$ cat src/rtl/num4bit_down.sv
// num4bit_down: synchronous down counter with parallel load, underflow
// borrow pulse, and wrap or one-shot stop at zero.
// Optional build macro: NUM4BIT_DOWN_BCD_EN selects a decade (mod-10) counter
// whose wrap target is 9 and whose load values above 9 are clamped to 9.
module num4bit_down #(
  parameter int unsigned WIDTH = 4
) (
  input  logic             clk,
  input  logic             reset,
  input  logic             en,
  input  logic             load,
  input  logic [WIDTH-1:0] din,
  input  logic             mode,
  output logic [WIDTH-1:0] q,
  output logic             tc,
  output logic             borrow,
  output logic             done
);

  typedef enum logic [1:0] {
    IDLE = 2'd0,
    RUN  = 2'd1,
    DONE = 2'd2
  } state_t;

`ifdef NUM4BIT_DOWN_BCD_EN
  localparam logic [WIDTH-1:0] MAX_VAL = WIDTH'(9);

  // Decade counting only makes sense on a 4-bit counter.
  if (WIDTH != 4) begin : g_bcd_width_check
    $error("num4bit_down: WIDTH must be 4 when NUM4BIT_DOWN_BCD_EN is defined");
  end
`else
  localparam logic [WIDTH-1:0] MAX_VAL = {WIDTH{1'b1}};
`endif

  state_t           state, state_nxt;
  logic [WIDTH-1:0] q_nxt;
  logic             borrow_nxt;
  logic             done_nxt;
  logic [WIDTH-1:0] load_val;

  // Load value after optional clamping to the decade range.
`ifdef NUM4BIT_DOWN_BCD_EN
  assign load_val = (din > MAX_VAL) ? MAX_VAL : din;
`else
  assign load_val = din;
`endif

  // Terminal count: zero while actively counting.
  assign tc = (q == '0) && (state == RUN);

  // State and output registers; reset clears everything to IDLE.
  always_ff @(posedge clk) begin
    if (reset) begin
      state  <= IDLE;
      q      <= '0;
      borrow <= 1'b0;
      done   <= 1'b0;
    end else begin
      state  <= state_nxt;
      q      <= q_nxt;
      borrow <= borrow_nxt;
      done   <= done_nxt;
    end
  end

  // Next state and next outputs: load beats count, count beats hold.
  always_comb begin
    state_nxt  = state;
    q_nxt      = q;
    borrow_nxt = 1'b0;
    done_nxt   = done;

    if (load) begin
      q_nxt     = load_val;
      state_nxt = RUN;
      done_nxt  = 1'b0;
    end else begin
      unique case (state)
        RUN: begin
          if (en) begin
            if (q != '0) begin
              q_nxt = q - WIDTH'(1);
            end else if (!mode) begin
              q_nxt      = MAX_VAL;
              borrow_nxt = 1'b1;
            end else begin
              borrow_nxt = 1'b1;
              done_nxt   = 1'b1;
              state_nxt  = DONE;
            end
          end
        end
        IDLE: begin
          state_nxt = IDLE;
        end
        DONE: begin
          state_nxt = DONE;
        end
        default: begin
          state_nxt = IDLE;
          q_nxt     = '0;
          done_nxt  = 1'b0;
        end
      endcase
    end
  end

endmodule
$ cat config.mk
export PLATFORM = sky130hd
export DESIGN_NAME = num4bit_down
export DESIGN_NICKNAME = d
export VERILOG_FILES = /design/src/rtl/num4bit_down.sv
export SDC_FILE = /design/constraint.sdc
export NUM_CORES = 1
export LEC_CHECK = 0
export BUFFER_PORTS_ARGS = -buffer_cell sky130_fd_sc_hd__buf_2
export CORE_AREA = 2 2 39 41
export DETAILED_ROUTE_END_ITERATION = 10
export DIE_AREA = 0 0 41 43
export HOLD_SLACK_MARGIN = 0.15
export PLACE_DENSITY = 0.66
export SLEW_MARGIN = 10
export SYNTH_ARGS = -nofsm -noshare
export SYNTH_HDL_FRONTEND = slang
export SYNTH_SLANG_ARGS = --single-unit
$ cat constraint.sdc
create_clock -name clk -period 1.8 [get_ports clk]
set_input_delay 0.18 -clock clk [delete_from_list [all_inputs] [get_ports clk]]
set_output_delay 0.18 -clock clk [all_outputs]
set_load 0.02 [all_outputs]
* After elaboration in Yosys (flattened, before gate mapping)
Cells that the tools add are included.
** Word-level totals
- Input port bits :: 9
- Flip-flop bits (word level) :: 8
- Output and inout port bits :: 7
- Word-level logic and storage cells :: 45
** Cells by class
- Bitwise gates (word level) :: 3
- Reduce and logical (&&, ||, !) cells :: 11
- Eq/ne operators :: 10
- Add/subtract/negate cells :: 1
- Muxes and demuxes :: 15
** Operators with widths (number)
- $mux 4 :: 4
- $ne 3x3->1 const B :: 3
- $reduce_and 3->1 :: 3
- $pmux 4 s2 :: 1
- $mux 2 :: 3
- $ne 2x2->1 const B :: 3
- $mux 1 :: 5
- $logic_not 4->1 :: 1
- $ne 4x3->1 const B :: 1
- $pmux 2 s2 :: 1
- $reduce_and 4->1 :: 1
- $reduce_bool 4->1 :: 1
- $reduce_or 2->1 :: 2
- $reduce_or 4->1 :: 1
- $sub 4x1->4 const B :: 1
- $not 1->1 :: 3
- $eq 2x1->1 const B :: 1
- $eq 2x2->1 const B :: 1
- $logic_not 2->1 :: 1
- $ne 2x1->1 const B :: 1
- $pmux 1 s2 :: 1
- $logic_and 1x1->1 :: 1

* Logic depth before layout (Yosys ltp)
- Depth after elaboration :: 5
- Gate-level depth with buffers :: 6
- Gate-level depth less buffers :: 6

* Worst setup path before layout
No wires, ideal clock.
- Kind :: reg-to-reg
- Start :: register q[0]
- End :: register q[3]
- Clock period less this slack :: 1.641 ns
- Arrival time :: 1.508 ns
- Cell stages (with the launch flop) :: 7
- Buffers on the path :: 0
- Slack :: 0.159 ns
- Setup time :: 0.133 ns
- Data required time :: 1.667 ns
- Cell sequence :: dfxtp_1 > inv_1 > ha_1 > nor3b_4 > and3_1 > a211oi_1 > a211oi_2
** Between the ends
- Longest elaborated chain between the ends :: 5
- Elaborated cells between the ends (all ways) :: 8
- Classes of those cells :: 1 x add/sub; 1 x eq/ne; 4 x mux; 2 x reduce/logical
** Ends and longest elaborated chain
- start, declared :: line 14 : output logic [WIDTH-1:0] q,
- start signal, assigned :: line 62 : q <= q_nxt;
- $sub 4x1->4 or $reduce_bool 4->1 (tied branches) :: line 84, 83
- $mux 4 :: line 83 : if (q != '0) begin
- $mux 4 :: line 82 : if (en) begin
- $pmux 4 s2 :: line 80 : unique case (state)
- $mux 4 :: line 75 : if (load) begin
Several ways; a longest one is shown, not always the timed one. The select of a mux whose other input is x is not followed.
A chain may end at the register's enable or synchronous reset.

* Worst setup path in the final report
Ends and elaborated chain as after synthesis.

==> impl_results.rst <==
.. list-table::
   :header-rows: 1

   * - Metric
     - Value
   * - Post-synthesis sequential area ratio
     - 29.43%
   * - Share of cells above drive strength 1
     - 36.25%
   * - CP Data Required Time
     - 1.95 ns
   * - Count of final setup violators
     - 0
   * - Diode count
     - 0
   * - Unique masters post-synth
     - 30
   * - Post-layout min period
     - 1.684 ns
   * - Top_reg_cell synth
     - dfxtp_1
   * - Number of nets in the synthesized netlist
     - 75
   * - Avg WL per Cell
     - 12.07 um
   * - Syn Std Cell Area
     - 544.3 um^2
   * - Total GRT Usage
     - 16.18%
   * - Global-route wire length before repair
     - 1.911 mm
   * - Count of maximum capacitance violations
     - 0
   * - Setup CP Type
     - reg2reg
   * - Die area
     - 0.001763 mm^2
   * - Multiplexer share of the synthesized area
     - 1.839%
   * - Total half-perimeter wirelength after legalization and detailed placement
     - 865.5 um
   * - Core footprint
     - 0.001384 mm^2
   * - Peak supply drop
     - 0.3248 mV
   * - Number of nets with antenna violations after routing
     - 0
   * - Via density per instance
     - 5.365
   * - Aggregate routed wire length
     - 1.159 mm
   * - Top-Level Pins
     - 16
   * - Setup slack of the critical path after layout
     - 0.1161 ns
   * - Vias in the first global route
     - 466
   * - Clock sinks
     - 8
   * - Overall power after layout
     - 0.0004956 W
   * - Chain of cells forming the critical path
     - inv_1 > ha_1 > nor3b_4 > buf_4 > and3_1 > a211oi_2 > a211oi_2
   * - Area leader, netlist
     - dfxtp_1
   * - Worst slew margin relative to its limit
     - 76.73%
   * - IO Port Bufs
     - 15
   * - Pre-Repair DR Iteration Count
     - 4
   * - Number of H-tree levels
     - 1
   * - Yosys reg bits
     - 8
   * - Reg-to-reg critical path endpoint
     - q[3]
   * - Slowest cell on the critical path
     - dfxtp_1
   * - Crit Reg-Reg Startpoint
     - q[0]
   * - Setup slack at placement
     - 0.1960 ns
   * - Maximum number of pins on one net before global-route repair
     - 12
   * - Number of vias after detailed routing
     - 515
   * - Fraction of registers with async set or reset after synthesis
     - 0%
   * - Register clock-pin slew on the reported worst setup and hold paths
     - 0.06 ns
   * - Worst-case register-to-register setup slack
     - 0.12 ns
   * - Clk buf depth
     - 2
   * - Transition time at the pin with the least slew margin
     - 0.3491 ns
   * - Final net count
     - 95
   * - Die X-Extent
     - 41 um
   * - Number of flops mapped to enable cells by yosys
     - 0
   * - Synth warnings
     - 0
   * - Clock tree from TritonCTS
     - yes
   * - Remaining routing DRC violations
     - 0
   * - Critical Path Source
     - q[0]
   * - Largest family of logic cells by synthesized area
     - compound AO/OA/AOI/OAI gates
   * - Cell Pwr Density
     - 721.5 mW/mm^2
   * - P&R area growth vs syn
     - 26.21%
   * - Number of instances in the synthesized netlist
     - 62
   * - Arithmetic-cell share of the synthesized area counting full adders, half adders and majority gates
     - 9.195%
   * - Clock root buffer master
     - clkbuf_4
   * - TritonCTS buffer count
     - 3
   * - Fraction of the mapped netlist area in compound gates
     - 30.80%
   * - CP arrival
     - 1.83 ns
   * - Global route total overflow
     - 0
   * - Average cell area after synthesis
     - 8.779 um^2
   * - Static leakage
     - 0.3104 nW
   * - Initial DRC Count
     - 7
   * - Startpoint type of the worst setup path
     - register
   * - Antenna violations before repair
     - 0
   * - Initial Util
     - 39.33%
   * - Worst Skew
     - 0.004259 ns
   * - Number of max-slew violations in the final report
     - 0
   * - Commonest cells post-synth
     - dfxtp_1, inv_1, a21oi_1, ha_1, nor3_1
   * - Tcrit/Tclk final
     - 93.55%
   * - Capturing element of the worst setup path
     - q[3]
   * - Synth Area in XOR/XNOR
     - 0%
   * - F_max
     - 593.8 MHz
   * - Final Hold Vio Count
     - 0
   * - Clock latency on the worst-skew pair
     - 0.26 ns
   * - Endpoint kind of the worst setup timing path
     - register
   * - Top post-synthesis cells by area
     - dfxtp_1, ha_1, inv_1, a211oi_2, a21oi_1
   * - Status
     - complete, no violations
   * - Total Negative Setup Slacks
     - 0 ns
   * - Vert. Die Dim
     - 43 um
   * - Number of placement rows
     - 14
   * - Largest driver fanout on the critical path
     - 4
   * - Setup repair after global routing missed its margin
     - no
   * - Area share of the leading cell type in the synthesized netlist
     - 29.43%
   * - Register-to-Register Path Depth
     - 7
   * - Final weighted congestion in routability-driven placement
     - 0.7268
   * - CP peak stage delay
     - 0.37 ns
   * - Class of the most critical hold timing path
     - in2reg
   * - Post-synthesis share of cell area spent on and, or, nand and nor gates
     - 21.61%
   * - Most frequent cell on the critical path
     - a211oi_2
   * - Worst Hold Launch
     - en
   * - Hold Path Stages
     - 2
==> registers in the layout, indices dropped and copies added, names as in the netlist <==
register  flops
q             4
state         2
borrow        1
done          1
==> where the power goes <==
part	switching (W)	leakage, nW	internal, W
sequential	0.0000131	0.0658	0.000189
clock	0.0000673	0.0138	0.0000767
combinational	0.0000816	0.231	0.0000683
total	0.000162	0.310	0.000334
==> stage by stage <==
| stage | hold slack (ns) | instance area [um^2] | std cells | utilization (%) |
|---|---|---|---|---|
| 2_1_floorplan | 0.3259 | 544.3 | 62 | - |
| 3_3_place_gp | 0.4490 | 630.6 | 91 | 45.57 |
| 3_5_place_dp | 0.4490 | 630.6 | 91 | 45.57 |
| 4_1_cts | 0.1774 | 653.1 | 94 | 47.20 |
| 5_1_grt | 0.2113 | 686.9 | 96 | 49.64 |
| 6_report | 0.2069 | 686.9 | 96 | 49.64 |
==> worst min-delay path by stage <==
stage / end
6_report: borrow
5_1_grt: borrow
2_1_floorplan: borrow
3_5_place_dp: borrow
4_1_cts: borrow
3_3_place_gp: borrow
==> critical path, delay by kind of cell, from the launching register on <==
kind / cells / cell delay [ns]
compound gates: 2 / 0.32
flops: 1 / 0.37
buf+inv: 2 / 0.25
fa+ha+maj: 1 / 0.25
simple gates: 2 / 0.38
==> area by class of cell <==
cell class	count	area [um^2]
clock buffer	3	22.52
fill	124	696.9
inverter	8	30.03
multi-input combinational	44	364.1
sequential	8	160.2
tap	16	20.02
timing repair buffer	17	90.09
==> cell families (layout without fill, tap and decap cells) <==
| logic type | after synthesis | count (layout) |
|---|---|---|
| adder cells (fa/ha/maj) | 4 | 4 |
| AO/OA/AOI/OAI | 19 | 19 |
| flip-flops | 8 | 8 |
| buffers and inverters | 10 | 28 |
| AND/OR/NAND/NOR | 20 | 20 |
| multiplexers | 1 | 1 |
==> per-layer routing <==
metal	GRT usage (%)	vias to the layer above	share of wire, %
li1	-	263	-
met1	21.29	229	46
met2	22.19	19	47
met3	3.141	4	4.3
met4	12.00	0	3.5
met5	0	-	0
==> repair_timing <==
item	in CTS	in global routing
gates resized for setup	0	3
hold buffers	0	0
endpoints found under the setup margin	0	1
setup buffers	0	2
==> placed cells by master (no fill, tap or decap) <==
cell	instances
inv_1	8
dfxtp_1	8
nor2b_1	1
and2_1	1
nor3_2	1
nand2b_1	2
a211oi_2	3
o22ai_1	1
buf_2	15
mux2i_1	1
ha_1	4
nor3b_4	1
o31ai_2	1
o21bai_1	1
nand2_1	2
nand3_1	2
nor2_1	3
clkbuf_4	3
or2_1	1
o32ai_2	1
buf_4	2
a32oi_1	1
a221oi_2	1
nor3_1	3
a31oi_4	1
o311a_1	1
a21oi_1	4
o21ai_0	2
and3_1	3
a21o_1	1
a211o_1	1
No activity file was read; power rests on OpenSTA's default activity.
